==> config.mk <==
export PLATFORM = sky130hd
export DESIGN_NAME = ssd_display_arbiter
export DESIGN_NICKNAME = d
export VERILOG_FILES = /design/src/rtl/ssd_display_arbiter.sv
export SDC_FILE = /design/constraint.sdc
export NUM_CORES = 1
export LEC_CHECK = 0
export BUFFER_PORTS_ARGS = -buffer_cell sky130_fd_sc_hd__buf_2
export CELL_PAD_IN_SITES_DETAIL_PLACEMENT = 1
export CELL_PAD_IN_SITES_GLOBAL_PLACEMENT = 1
export CORE_MARGIN = 3
export CORE_UTILIZATION = 40
export CTS_CLUSTER_SIZE = 25
export DETAILED_ROUTE_END_ITERATION = 8
export PLACE_DENSITY_LB_ADDON = 0.1
export SLEW_MARGIN = 20
export SYNTH_ARGS = -nofsm -noshare
export SYNTH_HDL_FRONTEND = slang
export SYNTH_SLANG_ARGS = --single-unit
==> constraint.sdc <==
create_clock -name clk -period 2.55 [get_ports clk]
set_clock_uncertainty 0.05 [all_clocks]
set_input_delay 0.255 -clock clk [delete_from_list [all_inputs] [get_ports clk]]
set_output_delay 0.255 -clock clk [all_outputs]
set_load 0.1 [all_outputs]
==> src/rtl/ssd_display_arbiter.sv <==
// Round-robin arbiter that shares the two-digit seven-segment display among four requesters.
// Grants are held for a minimum dwell time, channel 0 can preempt, and each channel can blink.
module ssd_display_arbiter #(
   parameter int DWELL_CYCLES = 50000000,
   parameter int BLINK_HALF   = 12500000,
   parameter bit PREEMPT_CH0  = 1'b1
) (
   input  logic        clk,
   input  logic        reset,
   input  logic [3:0]  req,
   input  logic [31:0] req_value,
   input  logic [3:0]  blink_en,
   output logic [3:0]  gnt,
   output logic [7:0]  disp_value,
   output logic        disp_blank,
   output logic        busy
);
   localparam int DW = (DWELL_CYCLES > 1) ? $clog2(DWELL_CYCLES) : 1;
   localparam int BW = (BLINK_HALF > 1) ? $clog2(BLINK_HALF) : 1;
   localparam logic [DW-1:0] DWELL_LAST = DW'(DWELL_CYCLES - 1);
   localparam logic [BW-1:0] BLINK_LAST = BW'(BLINK_HALF - 1);

   typedef enum logic {IDLE, HOLD} state_t;

   state_t        state_q, state_d;
   logic [1:0]    cur_q, cur_d;
   logic [1:0]    rr_ptr_q, rr_ptr_d;
   logic [DW-1:0] dwell_cnt_q, dwell_cnt_d;
   logic [BW-1:0] blink_cnt_q, blink_cnt_d;
   logic          blink_phase_q, blink_phase_d;
   logic [3:0]    gnt_q, gnt_d;
   logic [7:0]    disp_value_q, disp_value_d;
   logic          disp_blank_q, disp_blank_d;
   logic          grant_new;
   logic [3:0]    others;

   // First requesting channel found searching upward from ptr, modulo 4.
   function automatic logic [1:0] rr_pick(input logic [1:0] ptr, input logic [3:0] mask);
      logic [1:0] idx;
      rr_pick = ptr;
      for (int i = 3; i >= 0; i--) begin
         idx = ptr + 2'(i);
         if (mask[idx]) rr_pick = idx;
      end
   endfunction

   always_comb begin
      // NOTE: every signal gets a default before any branch so no path leaves it unassigned, which would infer a latch.
      state_d       = state_q;
      cur_d         = cur_q;
      rr_ptr_d      = rr_ptr_q;
      dwell_cnt_d   = dwell_cnt_q;
      blink_cnt_d   = blink_cnt_q;
      blink_phase_d = blink_phase_q;
      disp_value_d  = disp_value_q;
      disp_blank_d  = disp_blank_q;
      grant_new     = 1'b0;
      others        = req & ~(4'b0001 << cur_q);

      unique case (state_q)
         IDLE: begin
            if (|req) begin
               cur_d     = rr_pick(rr_ptr_q, req);
               grant_new = 1'b1;
            end
         end
         HOLD: begin
            if (PREEMPT_CH0 && (cur_q != 2'd0) && req[0]) begin
               cur_d     = 2'd0;
               grant_new = 1'b1;
            end else if (!req[cur_q]) begin
               if (|req) begin
                  cur_d     = rr_pick(rr_ptr_q, req);
                  grant_new = 1'b1;
               end else begin
                  state_d     = IDLE;
                  dwell_cnt_d = '0;
               end
            end else if (!(PREEMPT_CH0 && (cur_q == 2'd0)) &&
                         (dwell_cnt_q == DWELL_LAST) && (|others)) begin
               cur_d     = rr_pick(rr_ptr_q, others);
               grant_new = 1'b1;
            end else if (dwell_cnt_q != DWELL_LAST) begin
               dwell_cnt_d = dwell_cnt_q + DW'(1);
            end
         end
         default: state_d = IDLE;
      endcase

      if (grant_new) begin
         state_d     = HOLD;
         rr_ptr_d    = cur_d + 2'd1;
         dwell_cnt_d = '0;
      end

      // Blink restarts visible on every new grant; the display is dark while idle.
      if (grant_new || (state_d == IDLE)) begin
         blink_cnt_d   = '0;
         blink_phase_d = 1'b0;
         disp_blank_d  = (state_d == IDLE);
      end else if (blink_en[cur_d]) begin
         if (blink_cnt_q == BLINK_LAST) begin
            blink_cnt_d   = '0;
            blink_phase_d = ~blink_phase_q;
         end else begin
            blink_cnt_d = blink_cnt_q + BW'(1);
         end
         disp_blank_d = blink_phase_d;
      end else begin
         blink_cnt_d   = '0;
         blink_phase_d = 1'b0;
         disp_blank_d  = 1'b0;
      end

      if (state_d == HOLD) disp_value_d = req_value[{cur_d, 3'b000} +: 8];
      gnt_d = (state_d == HOLD) ? (4'b0001 << cur_d) : 4'b0000;
   end

   // NOTE: state registers use non-blocking assignments so all flops update together from pre-edge values.
   always_ff @(posedge clk or posedge reset) begin
      if (reset) begin
         state_q       <= IDLE;
         cur_q         <= 2'd0;
         rr_ptr_q      <= 2'd0;
         dwell_cnt_q   <= '0;
         blink_cnt_q   <= '0;
         blink_phase_q <= 1'b0;
         gnt_q         <= 4'b0000;
         disp_value_q  <= 8'h00;
         disp_blank_q  <= 1'b1;
      end else begin
         state_q       <= state_d;
         cur_q         <= cur_d;
         rr_ptr_q      <= rr_ptr_d;
         dwell_cnt_q   <= dwell_cnt_d;
         blink_cnt_q   <= blink_cnt_d;
         blink_phase_q <= blink_phase_d;
         gnt_q         <= gnt_d;
         disp_value_q  <= disp_value_d;
         disp_blank_q  <= disp_blank_d;
      end
   end

   assign gnt        = gnt_q;
   assign disp_value = disp_value_q;
   assign disp_blank = disp_blank_q;
   assign busy       = |gnt_q;
endmodule
Yosys cells after proc, flatten, opt, wreduce, memory -nomap -nowiden
Index checks and enable logic that the tools add are counted.
- memory bits (read-only): 0
- register bits after elaboration: 69
- logic and storage cells: 105
- output and inout port bits: 14
- latch bits: 0
- bits in writable memories: 0
- input bits: 42
- memories kept: 0
- reductions and logical operators: 12
- shifts and indexed selects: 3
- equality and inequality tests: 7
- $mul: 0
- order comparisons: 6
- add/sub/neg operators: 6
- divide/modulo/power cells: 0
- multiplexer cells: 57
- bitwise operators: 5
- operators with widths (kind ; number):
    26-bit two-way mux ; 7
    24-bit two-way mux ; 3
    32-bit by 6-bit variable part select with 8-bit output ; 1
    26-bit by 1-bit adder with 26-bit output (second input constant) ; 1
    26-bit == test (second input constant) ; 1
    26-bit != test (second input constant) ; 1
    24-bit by 1-bit adder with 24-bit output (second input constant) ; 1
    24-bit == test (second input constant) ; 1
    2-bit two-way mux ; 12
    1-bit two-way mux ; 22
    1-bit binary-select mux with 2-bit select ; 10
    2-bit by 3-bit < comparator with 1-bit output (second input constant) ; 6
    4-bit OR reduction ; 3
    1-bit by 2-bit << shifter with 4-bit output (first input constant) ; 2
    3-bit != test (second input constant) ; 2
    5-bit AND reduction ; 1
    2-bit by 1-bit adder with 2-bit output (second input constant) ; 2
    2-bit adder (second input constant) ; 2
    4-bit bitwise AND ; 1
    4-bit two-way mux ; 1
    4-bit NOT ; 1
    2-bit one-hot mux with 2 select lines ; 1
    2-bit nonzero test ; 2
    1-bit logical AND ; 3
    other kinds (7) ; 9

Depth between registers and ports, before layout
Gate-level depths: netlist of run 1.
- word-level depth: 17
- mapped depth: 12
- mapped depth without buffers: 9

Least setup slack after synthesis of run 1
Ideal clock, no wire load.
- kind: flip-flop to flip-flop
- from: reg dwell_cnt_q[0]
- to: reg rr_ptr_q[1]
- arrival: 2573 ps
- stages on the path, launching flop included: 11
- period minus slack after synthesis: 2748 ps
- path buffers: 2
- required time: 2375 ps
- setup slack: -198 ps
- library setup time: 125 ps
- path through: dfrtp_1 -> ha_1 -> nand3_2 -> or2_4 -> or4_4 -> nor2_1 -> o211ai_1 -> buf_2 -> buf_4 -> ha_1 -> mux2_2
- longest elaborated chain between the ends: 8
- elaborated cells between the ends (all ways): 12
- those cells by class: add/sub (1); eq/ne (1); mux (8); reduce/logical (2)
- ends and longest elaborated chain (what ; RTL line ; RTL):
    from (decl) ; 28 ; logic [DW-1:0] dwell_cnt_q, dwell_cnt_d;
    from (signal assigned) ; 135 ; dwell_cnt_q <= dwell_cnt_d;
    26-bit == test ; 80 ; (dwell_cnt_q == DWELL_LAST) && (|others)) begin
    1-bit logical AND ; 79 ; end else if (!(PREEMPT_CH0 && (cur_q == 2'd0)) &&
    1-bit logical AND ; 80 ;
    2-bit two-way mux ; 79 ;
    2-bit two-way mux ; 71 ; end else if (!req[cur_q]) begin
    2-bit two-way mux ; 68 ; if (PREEMPT_CH0 && (cur_q != 2'd0) && req[0]) begin
    2-bit one-hot mux with 2 select lines ; 60 ; unique case (state_q)
    named net cur_d[1] ; 26 ; logic [1:0] cur_q, cur_d;
    2-bit by 1-bit adder with 2-bit output ; 92 ; rr_ptr_d = cur_d + 2'd1;
    to (signal assigned) ; 134 ; rr_ptr_q <= rr_ptr_d;
    to (decl) ; 27 ; logic [1:0] rr_ptr_q, rr_ptr_d;
The timed path passes the listed nets, and every way through them passes these cells.
A chain may end at the register's enable or synchronous reset.

Final worst setup path of run 1
- from: reg dwell_cnt_q[1]
- to: reg disp_blank_q (netlist: disp_blank)
- longest elaborated chain between the ends: 11
- elaborated cells between the ends (all ways): 18
- those cells by class: eq/ne (1); mux (13); bitwise (1); reduce/logical (3)
- ends and longest elaborated chain (what ; RTL line ; RTL):
    26-bit == test (*) ; 80 ;
    1-bit logical AND (*) ; 79 ;
    1-bit logical AND (*) ; 80 ;
    2-bit two-way mux / 1-bit two-way mux (equally long branches) ; 79 ;
    2-bit two-way mux / 1-bit two-way mux (equally long branches) ; 71 ;
    2-bit two-way mux / 1-bit two-way mux (equally long branches) ; 68 ;
    2-bit one-hot mux with 2 select lines / 1-bit one-hot mux with 2 select lines (equally long branches) ; 60 ;
    1-bit binary-select mux with 2-bit select / 1-bit two-way mux (equally long branches) ; 101, 90 ;
    1-bit two-way mux (not written as such) / 1-bit NOT (equally long branches) ; 101, 97, 100 ;
    1-bit two-way mux / 1-bit logical OR (equally long branches) ; 101, 97 ;
    1-bit two-way mux (*) ; 97 ; if (grant_new || (state_d == IDLE)) begin
    named net disp_blank_d ; 33 ; logic disp_blank_q, disp_blank_d;
    to (signal assigned) ; 140 ; disp_blank_q <= disp_blank_d;
    to (decl) ; 33 ;
Mark *: on every way through the listed nets, which the timed path passes. The rest lies on a longest branch. The select of a mux whose other input is x is not followed.

==> out/results.ini, run 1 <==
[yosys]
synth.net_count = 531
synth.yosys.warnings = 0
ys_types = 66
synth.cells.most_frequent = dfrtp_1 (68), nand2_1 (68), o21ai_0 (48)
postSynth.asyncResetShare = 1.000
synthesis.area_per_instance_um2 = 9.025
synth-edff-count = 0
yosysTopAreaCellShare = 0.3904
postSynthRegisterBits = 69
synth_top_cells_by_area = dfrtp_1 (39%), nand2_1 (5.9%), o21ai_0 (5.5%)
synthesis.area_um2 = 4359
dominantRegCellSynth = dfrtp_1
synth.largest_area_cell = dfrtp_1
synth-seq-area-share = 0.3964
synth_cells = 483

[final_layout]
antenna_cells_inserted = 0
fraction_of_layout_instances_using_a_drive_strength_above_1 = 0.4047
area_used_by_multi_input_combinational_logic_um2 = 2681
final_net_count = 688
final_util = 0.5811
flow.area_growth_from_synthesis_pct = 39.47
regArea_um2 = 1728
finish.cell_count_without_fillers = 781
fillCellCount = 1246

[critical_path]
timing.critical_path.cells = ha_2, nand3_2, or2_4, or4_4, nor2_2, o211ai_1, mux2i_1, o32a_4, buf_12, o21ai_2
worst_path_largest_cell_delay_ps = 560
path_class = flop to flop
critical_path.startpoint_type = flop
worst_ep_required_time_ps = 2810
regToRegSetupSlack_ps = -220
critPathSlowestCell = or4_4
worst-path-max-fanout = 5
timing.critical_path.to_type = flop
crit_buf_inv = 1
arrival_ps = 3030
cp_top_family = simple AND/OR/NAND/NOR gates

[timing]
timing.final.crit_period_ps = 2774
hold_ws_ps = 169.2
max_slew_margin = 0.6767
finalSetupViolations = 38
maxSlewViolCount = 0
maxClockFrequency_mhz = 360.5
unrepaired_setup_endpoints_after_global_routing = true
final-hold-violation-count = 0
post-route-period-util = 1.088
worstMarginPinSlew_ps = 480.7
final_critical_path_setup_slack_ps = -224.0

[run_status]
violations = negative setup slack
status = finished with violations

[routing]
drt-initial-drc-count = 187
detailroute.wirelength.met2_um = 7558
detail-route-antenna-nets = 0
viasPerCell = 5.440
num_vias = 4249
met3RoutedLength_um = 416
drt_pass1_iterations = 4
wirelength_routed_um = 14130
wire_per_inst_um = 18.09
wl_met1_um = 5960
highest-signal-layer = met4
drc_errors = 0

[floorplan]
ioPinCount = 56
initial_cell_density_of_the_core = 0.4166
core_um2 = 10460
core.rowCount = 37
die_width_um = 110.4
die-height_um = 110.4
die_area_um2 = 12190

[global_routing]
first_global_vias = 4540
globalRoute.totalOverflow = 0
antenna_found_initial = 0
pin_count_of_the_biggest_net_entering_global_routing = 70
grt_pass1_wl_um = 22800
globalRouteTotalUtil = 0.2439

[placed_design]
globalplace.congestion = 0.8653
numPortBuffers = 55
placed_cells_incl_taps = 742
preCtsSetupSlack_ps = -319.1
dp_hpwl_um = 9645

[clock_network]
cts.reportedPaths.clkPinSlew_ps = 80
cts_tree = built
clk_latency_ps = 370
clock_tree.buffer_depth = 2
clock_root_buffer = clkbuf_8
tritoncts.num_buffers = 9
clock_tree.htree_level_count = 3
sinks_on_the_clock_net = 69

[worst_hold_path]
timing.hold.worst.class = input port to flop

[pwr]
fin_total_pwr_w = 0.005735
cellPowerDensity_nw_per_um2 = 943.3
leakage_nw = 2.609
peakVddDrop_mv = 0.7434

[job]
max_capacitance_violation_count = 0

cells in the final DEF, fill, tap and decap left out, types with 4 or more instances in the layout:
master,Yosys,routed
nor3_1,7,6
a31oi_1,4,4
buf_6,4,7
buf_4,1,94
nand4_1,11,11
ha_1,6,4
and2_4,0,6
xnor2_1,16,16
inv_1,9,8
a21oi_1,12,12
xor2_1,7,7
nand3_1,23,23
nand2_1,68,65
a211oi_2,0,12
o31ai_1,6,6
nor2_2,0,4
nand2b_1,5,5
dfrtp_1,68,68
buf_12,2,6
nor2_1,35,29
o21ai_0,48,46
mux2i_1,11,11
buf_2,5,56
clkbuf_8,0,10
and3_1,12,12
and2_1,12,7
a211oi_1,19,7
nand2_2,1,4
nor2_4,20,22
nor2b_1,7,7
worst register-to-register path, stage by stage (launching register included):
cell and delay [ps]:
dfrtp_1 370, ha_2 190, nand3_2 80, or2_4 280, or4_4 560, nor2_2 100
o211ai_1 190, mux2i_1 200, o32a_4 420, buf_12 170, o21ai_2 110
cell type report:
class                      count  area share
clock buffer                  12     0.02387
clock inverter                 4    0.007821
inverter                      11    0.006997
multi-input combinational    382      0.4410
sequential                    69      0.2842
tap                          136     0.02799
timing repair buffer         167      0.2081
stage by stage:
| step | TNS (ps) | area [µm²] |
|---|---|---|
| 2_1_floorplan | -99.60 | 4378 |
| 3_3_place_gp | -4480 | 5369 |
| 3_5_place_dp | -7817 | 5369 |
| 4_1_cts | -6384 | 5932 |
| 5_1_grt | -10500 | 6080 |
| 6_report | -6921 | 6080 |
worst paths after layout:
check	startpoint	endpoint	depth (start not counted)
setup / recovery	dwell_cnt_q[1]$_DFFE_PP0P_	disp_blank$_DFF_PP1_	10
hold / removal	req_value[3]	disp_value[3]$_DFFE_PP0N_	3
setup reg to reg	dwell_cnt_q[1]$_DFFE_PP0P_	disp_blank$_DFF_PP1_	10
hold reg to reg	blink_cnt_q[0]$_DFF_PP0_	blink_cnt_q[0]$_DFF_PP0_	1
max in group asynchronous	reset	disp_blank$_DFF_PP1_	4
min in group asynchronous	reset	dwell_cnt_q[5]$_DFFE_PP0P_	4
flip-flops by register name, indices dropped and copies added, names as in the netlist:
register,flops
dwell_cnt_q,26
blink_cnt_q,24
disp_value,8
gnt,4
cur_q,2
rr_ptr_q,2
blink_phase_q,1
disp_blank,1
state_q,1
layer usage:
metal  vias to the layer above  global-route usage
li1                       2043                   -
met1                      2128              0.2918
met2                        58              0.4402
met3                        20             0.06115
met4                         0             0.05453
met5                         -                   0
logic make-up after synthesis:
| kind of cell | Yosys count | share of synthesized area |
|---|---|---|
| DFF | 69 | 0.3964 |
| adders and majority gates | 6 | 0.01722 |
| buffers and inverters | 32 | 0.04420 |
| and+or+nand+nor | 228 | 0.2956 |
| AOI/OAI and AO/OA | 112 | 0.1673 |
| xor gates and xnor gates | 23 | 0.04621 |
| muxes | 13 | 0.03301 |
where the power goes:
part	switching, W	leakage (nW)	internal (W)
sequential	0.000102	0.923	0.00124
clock	0.000449	0.0964	0.000476
combinational	0.00213	1.59	0.00134
timing repair:
item	4_1_cts	5_1_grt
buffers inserted	15	5
endpoints found under the hold margin	68	0
gates resized for setup	41	29
pin swaps	33	7
cloned	4	0
setup endpoints to repair	38	57
hold buffers	1	0
Power figures use the tool's default switching activity.
==> inputs of run 2 (changes only) <==
--- a/config.mk
+++ b/config.mk
@@ -12,6 +12,7 @@
 export CORE_UTILIZATION = 40
 export CTS_CLUSTER_SIZE = 25
 export DETAILED_ROUTE_END_ITERATION = 8
+export HOLD_SLACK_MARGIN = 0.02
 export PLACE_DENSITY_LB_ADDON = 0.1
 export SLEW_MARGIN = 20
 export SYNTH_ARGS = -nofsm -noshare
==> constraint.sdc (replaced) <==
create_clock -name clk -period 2.55 [get_ports clk]
set_clock_uncertainty 0.05 [all_clocks]
set_input_delay 0.3825 -clock clk [delete_from_list [all_inputs] [get_ports clk]]
set_output_delay 0.3825 -clock clk [all_outputs]
set_load 0.1 [all_outputs]
==> run 2 against run 1 <==
  * Sequential cell count did not move
  * Combinational power rose by 5%
  * Routed wire length rose by 1.7%
  * The run still ends with negative setup slack left
  * Final cell count fell by 0.26%
  * Largest cell class unchanged
  * Sequential share of layout area fell by 0.19 points
  * Count of clock-buffer cells in the layout rose by 3
  * Worst hold slack got worse by 140 ps
==> out/results.ini, run 2 (synthesis gave the netlist of run 1 again) <==
[clock_network]
clk_latency_ps = 360
tritoncts.num_buffers = 9
clock_root_buffer = clkbuf_8
cts.reportedPaths.clkPinSlew_ps = 80
clock_tree.buffer_depth = 2
clock_tree.htree_level_count = 3
sinks_on_the_clock_net = 69
cts_tree = built

[placed_design]
placedInstanceArea_um2 = 5406
globalplace.congestion = 0.9197
numPortBuffers = 55
dp_hpwl_um = 9600

[routing]
detailroute.wirelength.met2_um = 7532
drc_errors = 0
drt_pass1_iterations = 4
detail-route-antenna-nets = 0
met3RoutedLength_um = 499
viasPerCell = 5.478
wl_met1_um = 6146
num_vias = 4267
highest-signal-layer = met4
drt-initial-drc-count = 216
wirelength_routed_um = 14370
wire_per_inst_um = 18.45

[final_layout]
most-common-layout-cells = buf_4 (91), nand2_1 (66), dfrtp_1 (66), buf_2 (55), o21ai_0 (46)
flow.area_growth_from_synthesis_pct = 40.59
fraction_of_layout_instances_using_a_drive_strength_above_1 = 0.4137
largest_register_ff_count = 26
post-route-cell-area_um2 = 6128
fillCellCount = 1226
layout.cells.most_common = buf_4
final_util = 0.5857
final_net_count = 686
antenna_cells_inserted = 0
top_register = dwell_cnt_q

[floorplan]
initial_cell_density_of_the_core = 0.4166
die_area_um2 = 12190
die-height_um = 110.4
die_width_um = 110.4
core_um2 = 10460
ioPinCount = 56
core.rowCount = 37

[timing]
maxClockFrequency_mhz = 363.1
final-hold-violation-count = 0
hold_ws_ps = 30.83
max_slew_margin = 0.6125
finalSetupViolations = 38
final_critical_path_setup_slack_ps = -204.4
timing.final.crit_period_ps = 2754
maxSlewViolCount = 0
worstMarginPinSlew_ps = 580.4
post-route-period-util = 1.080
unrepaired_setup_endpoints_after_global_routing = true

[worst_hold_path]
timing.hold.worst.class = input port to asynchronous set/reset pin

[critical_path]
worst_path_largest_cell_delay_ps = 430
timing.critical_path.to_type = flop
reg2reg_from = cur_q[0]$_DFF_PP0_
path_class = flop to flop
worst-r2r-cell-count = 10
regToRegSetupSlack_ps = -200
timing.critical_path.cells = buf_4, mux4_2, and2_4, nand2_1, a21oi_2, a221oi_4, inv_2, o32a_4, buf_12, o21ai_2
arrival_ps = 2990
crit_buf_inv = 3
cp_top_family = compound AO/OA/AOI/OAI gates
rr_endpoint = disp_blank$_DFF_PP1_
worst-path-max-fanout = 8
critPathSlowestCell = dfrtp_1
critical_path.startpoint_type = flop
worst_ep_required_time_ps = 2790

[pwr]
cellPowerDensity_nw_per_um2 = 958.5
peakVddDrop_mv = 0.6899
leakage_nw = 2.614

[global_routing]
antenna_found_initial = 0
globalRoute.totalOverflow = 0
first_global_vias = 4508
pin_count_of_the_biggest_net_entering_global_routing = 38
globalRouteTotalUtil = 0.2300
grt_pass1_wl_um = 21970

[run_status]
violations = negative setup slack
status = finished with violations

[job]
max_capacitance_violation_count = 0

-- run 2: cell types whose count changed in the layout (fill, tap and decap cells not counted), moves of 3 or more --
cell / delta
nor2_2: -3
clkinv_2: -3
buf_6: +4
buf_4: -3
nor2_1: +3
-- run 2: final cells by class --
| class | count | area [µm²] | area share |
|---|---|---|---|
| inverter | 11 | 43.79 | 0.007146 |
| sequential | 69 | 1730 | 0.2824 |
| clock buffer | 15 | 176.4 | 0.02879 |
| multi-input combinational | 382 | 2750 | 0.4488 |
| tap | 136 | 170.2 | 0.02777 |
| clock inverter | 1 | 7.507 | 0.001225 |
| timing repair buffer | 165 | 1250 | 0.2040 |
-- run 2: worst max-delay path by stage --
stage / endpoint / slack (ps) / depth (start not counted) / start
final: disp_blank$_DFF_PP1_ / -200 / 10 / cur_q[0]$_DFF_PP0_
after global routing: disp_value[1]$_DFFE_PP0N_ / -300 / 10 / dwell_cnt_q[11]$_DFFE_PP0P_
after global placement: disp_value[0]$_DFFE_PP0N_ / -190 / 12 / dwell_cnt_q[9]$_DFFE_PP0P_
after detailed placement: disp_value[1]$_DFFE_PP0N_ / -300 / 12 / dwell_cnt_q[1]$_DFFE_PP0P_
after CTS: blink_cnt_q[1]$_DFF_PP0_ / -150 / 10 / dwell_cnt_q[10]$_DFFE_PP0P_
after floorplan: rr_ptr_q[1]$_DFFE_PP0N_ / -10 / 10 / dwell_cnt_q[0]$_DFFE_PP0P_
-- run 2: routing by layer --
metal,global-route usage,vias to the layer above
met5,0,-
met4,0.05189,0
met3,0.04135,22
met2,0.4129,76
met1,0.2872,2133
li1,-,2036
-- run 2: power breakdown --
| part | internal (W) | switching (W) | leakage, nW |
|---|---|---|---|
| logic | 0.00145 | 0.00220 | 1.60 |
| registers | 0.00124 | 0.000112 | 0.920 |
| clock network | 0.000435 | 0.000433 | 0.0900 |
-- run 2: repair_timing --
| action | 4_1_cts | 5_1_grt |
|---|---|---|
| endpoints found under the setup margin | 38 | 58 |
| buffers inserted | 11 | 7 |
| hold buffers | 0 | 0 |
| gates cloned | 1 | 1 |
| pin swaps | 13 | 24 |
| resized for setup | 33 | 55 |
-- run 2: stage by stage --
step | cells | total power [W] | setup TNS, ps | setup WS [ps]
final | 779 | 0.005874 | -5510 | -204.4
after CTS | 775 | 0.005454 | -3819 | -147.7
after global placement | 747 | 0.004155 | -4975 | -186.4
after detailed placement | 747 | 0.004228 | -7773 | -301.4
after floorplan | 483 | 0.003369 | -99.60 | -10.17
after global routing | 779 | 0.006190 | -9905 | -303.6
==> inputs of run 3 (changes only) <==
--- a/config.mk
+++ b/config.mk
@@ -13,6 +13,7 @@
 export CTS_CLUSTER_SIZE = 25
 export DETAILED_ROUTE_END_ITERATION = 8
 export HOLD_SLACK_MARGIN = 0.02
+export MAX_ROUTING_LAYER = met4
 export PLACE_DENSITY_LB_ADDON = 0.1
 export SLEW_MARGIN = 20
 export SYNTH_ARGS = -nofsm -noshare
==> run 3 against run 2 <==
  * The run still ends with negative setup slack left
  * Die area unchanged
  * Clock power rose by 6.8%
  * Critical path depth shrank 1
  * Final cell count decreased by 0.77%
  * Power decreased by 3.1%
==> out/results.ini, run 3 (synthesis gave the netlist of run 1 again) <==
[clock_network]
clk_latency_ps = 360
tritoncts.num_buffers = 9
sinks_on_the_clock_net = 69
clock_tree.buffer_depth = 2
cts_tree = built
clock_root_buffer = clkbuf_8
clock_tree.htree_level_count = 3
cts.reportedPaths.clkPinSlew_ps = 90

[critical_path]
crit_buf_inv = 1
worst-path-max-fanout = 8
arrival_ps = 3000
worst_path_largest_cell_delay_ps = 580
cp_top_family = simple AND/OR/NAND/NOR gates
timing.critical_path.to_type = flop
reg2reg_from = dwell_cnt_q[10]$_DFFE_PP0P_
critPathSlowestCell = or4_4
timing.critical_path.mode_cell = nor2_4
path_class = flop to flop
timing.critical_path.cells = nor4b_4, nand3_1, or4_4, nor2_4, o211ai_1, mux2i_1, o32a_4, clkbuf_16, nor2_4
worst_ep_required_time_ps = 2790
critical_path.startpoint_type = flop
timing.critical_path.from = dwell_cnt_q[10]$_DFFE_PP0P_

[timing]
finalSetupViolations = 36
timing.final.crit_period_ps = 2761
max_slew_margin = 0.4337
hold_ws_ps = 144.0
unrepaired_setup_endpoints_after_global_routing = true
final-hold-violation-count = 0
post-route-period-util = 1.083
maxClockFrequency_mhz = 362.2
maxSlewViolCount = 0
final_critical_path_setup_slack_ps = -210.9
worstMarginPinSlew_ps = 848.2

[floorplan]
die-height_um = 110.4
ioPinCount = 56
die_width_um = 110.4
die_area_um2 = 12190
core.rowCount = 37
initial_cell_density_of_the_core = 0.4166
core_um2 = 10460

[placed_design]
globalplace.congestion = 0.8737
numPortBuffers = 55
placedInstanceArea_um2 = 5386
dp_hpwl_um = 9638

[worst_hold_path]
timing.hold.worst.class = input port to asynchronous set/reset pin

[final_layout]
fraction_of_layout_instances_using_a_drive_strength_above_1 = 0.3956
top_register = dwell_cnt_q
layout.cells.most_common = buf_4
final_net_count = 680
largest_register_ff_count = 26
flow.area_growth_from_synthesis_pct = 38.23
final_util = 0.5759
fillCellCount = 1237
post-route-cell-area_um2 = 6026
most-common-layout-cells = buf_4 (89), dfrtp_1 (68), nand2_1 (66), buf_2 (55), o21ai_0 (48)
antenna_cells_inserted = 0

[global_routing]
grt_pass1_wl_um = 21180
first_global_vias = 4360
pin_count_of_the_biggest_net_entering_global_routing = 40
antenna_found_initial = 0
globalRouteTotalUtil = 0.2281
globalRoute.totalOverflow = 0

[routing]
wire_per_inst_um = 17.98
drt-initial-drc-count = 171
num_vias = 4226
drc_errors = 0
viasPerCell = 5.467
wirelength_routed_um = 13900
detail-route-antenna-nets = 0
drt_pass1_iterations = 4

[pwr]
peakVddDrop_mv = 0.8187
leakage_nw = 2.566
cellPowerDensity_nw_per_um2 = 944.7

[job]
max_capacitance_violation_count = 0

[run_status]
violations = negative setup slack
status = finished with violations

run 3: cell types whose count changed in the layout (fill, tap and decap cells not counted), moves of 3 or more:
cell	previous run	this run
clkbuf_1	3	0
and2_4	8	2
and2_1	5	10
a211oi_2	12	8
clkbuf_8	12	9
a211oi_1	6	11
run 3: timing repair:
action | in CTS | in global routing
setup buffers | 6 | 4
pin swaps | 11 | 11
endpoints found under the setup margin | 37 | 48
resized for setup | 28 | 34
hold buffers | 0 | 0
cloned | 1 | 1
run 3: layout make-up:
type                            instances  area, µm²  share of cell area
Multi-Input combinational cell        382       2714              0.4504
Timing Repair Buffer                  159       1172              0.1946
Tap cell                              136      170.2             0.02824
Sequential cell                        69       1728              0.2868
Clock inverter                          7      73.82             0.01225
Clock buffer                            9      123.9             0.02056
Inverter                               11      43.79            0.007267
run 3: final timing paths:
path                                              to  slack [ps]  cells past startpoint
setup / recovery            blink_cnt_q[5]$_DFF_PP0_        -210                      9
hold / removal              blink_cnt_q[4]$_DFF_PP0_         140                      2
setup reg to reg            blink_cnt_q[5]$_DFF_PP0_        -210                      9
hold reg to reg             blink_cnt_q[0]$_DFF_PP0_         450                      1
max in group asynchronous       disp_blank$_DFF_PP1_        1600                      3
min in group clk           disp_value[0]$_DFFE_PP0N_         310                      3
run 3: metrics by stage:
stage / setup WS [ps] / cells / setup TNS, ps / power [W]
4_1_cts: -194.3 / 769 / -4470 / 0.005399
3_5_place_dp: -274.3 / 746 / -8467 / 0.004203
2_1_floorplan: -10.17 / 483 / -99.60 / 0.003369
5_1_grt: -326.4 / 773 / -11120 / 0.006001
3_3_place_gp: -205.7 / 746 / -6194 / 0.004145
6_report: -210.9 / 773 / -5723 / 0.005692
run 3: metal layers:
metal  GRT usage  wire length, µm  vias up
li1            -                -     2023
met2      0.4003             7333       57
met4     0.04134              184        0
met3     0.03960              394       18
met5           -                0        -
met1      0.2788             5985     2128
run 3: worst reg2reg max path, delay by kind of cell, from the launching register on:
kind	cells	cell delay (ps)
muxes	1	190
DFF	1	410
buffers and inverters	1	210
AOI/OAI and AO/OA	2	590
and+or+nand+nor	5	1240
run 3: report_power, final:
group | switching, W | leakage (nW) | total [W] | internal [W]
Combinational | 0.00211 | 1.54 | 0.00341 | 0.00130
Sequential | 0.000109 | 0.923 | 0.00135 | 0.00124
Clock | 0.000472 | 0.0996 | 0.000927 | 0.000455
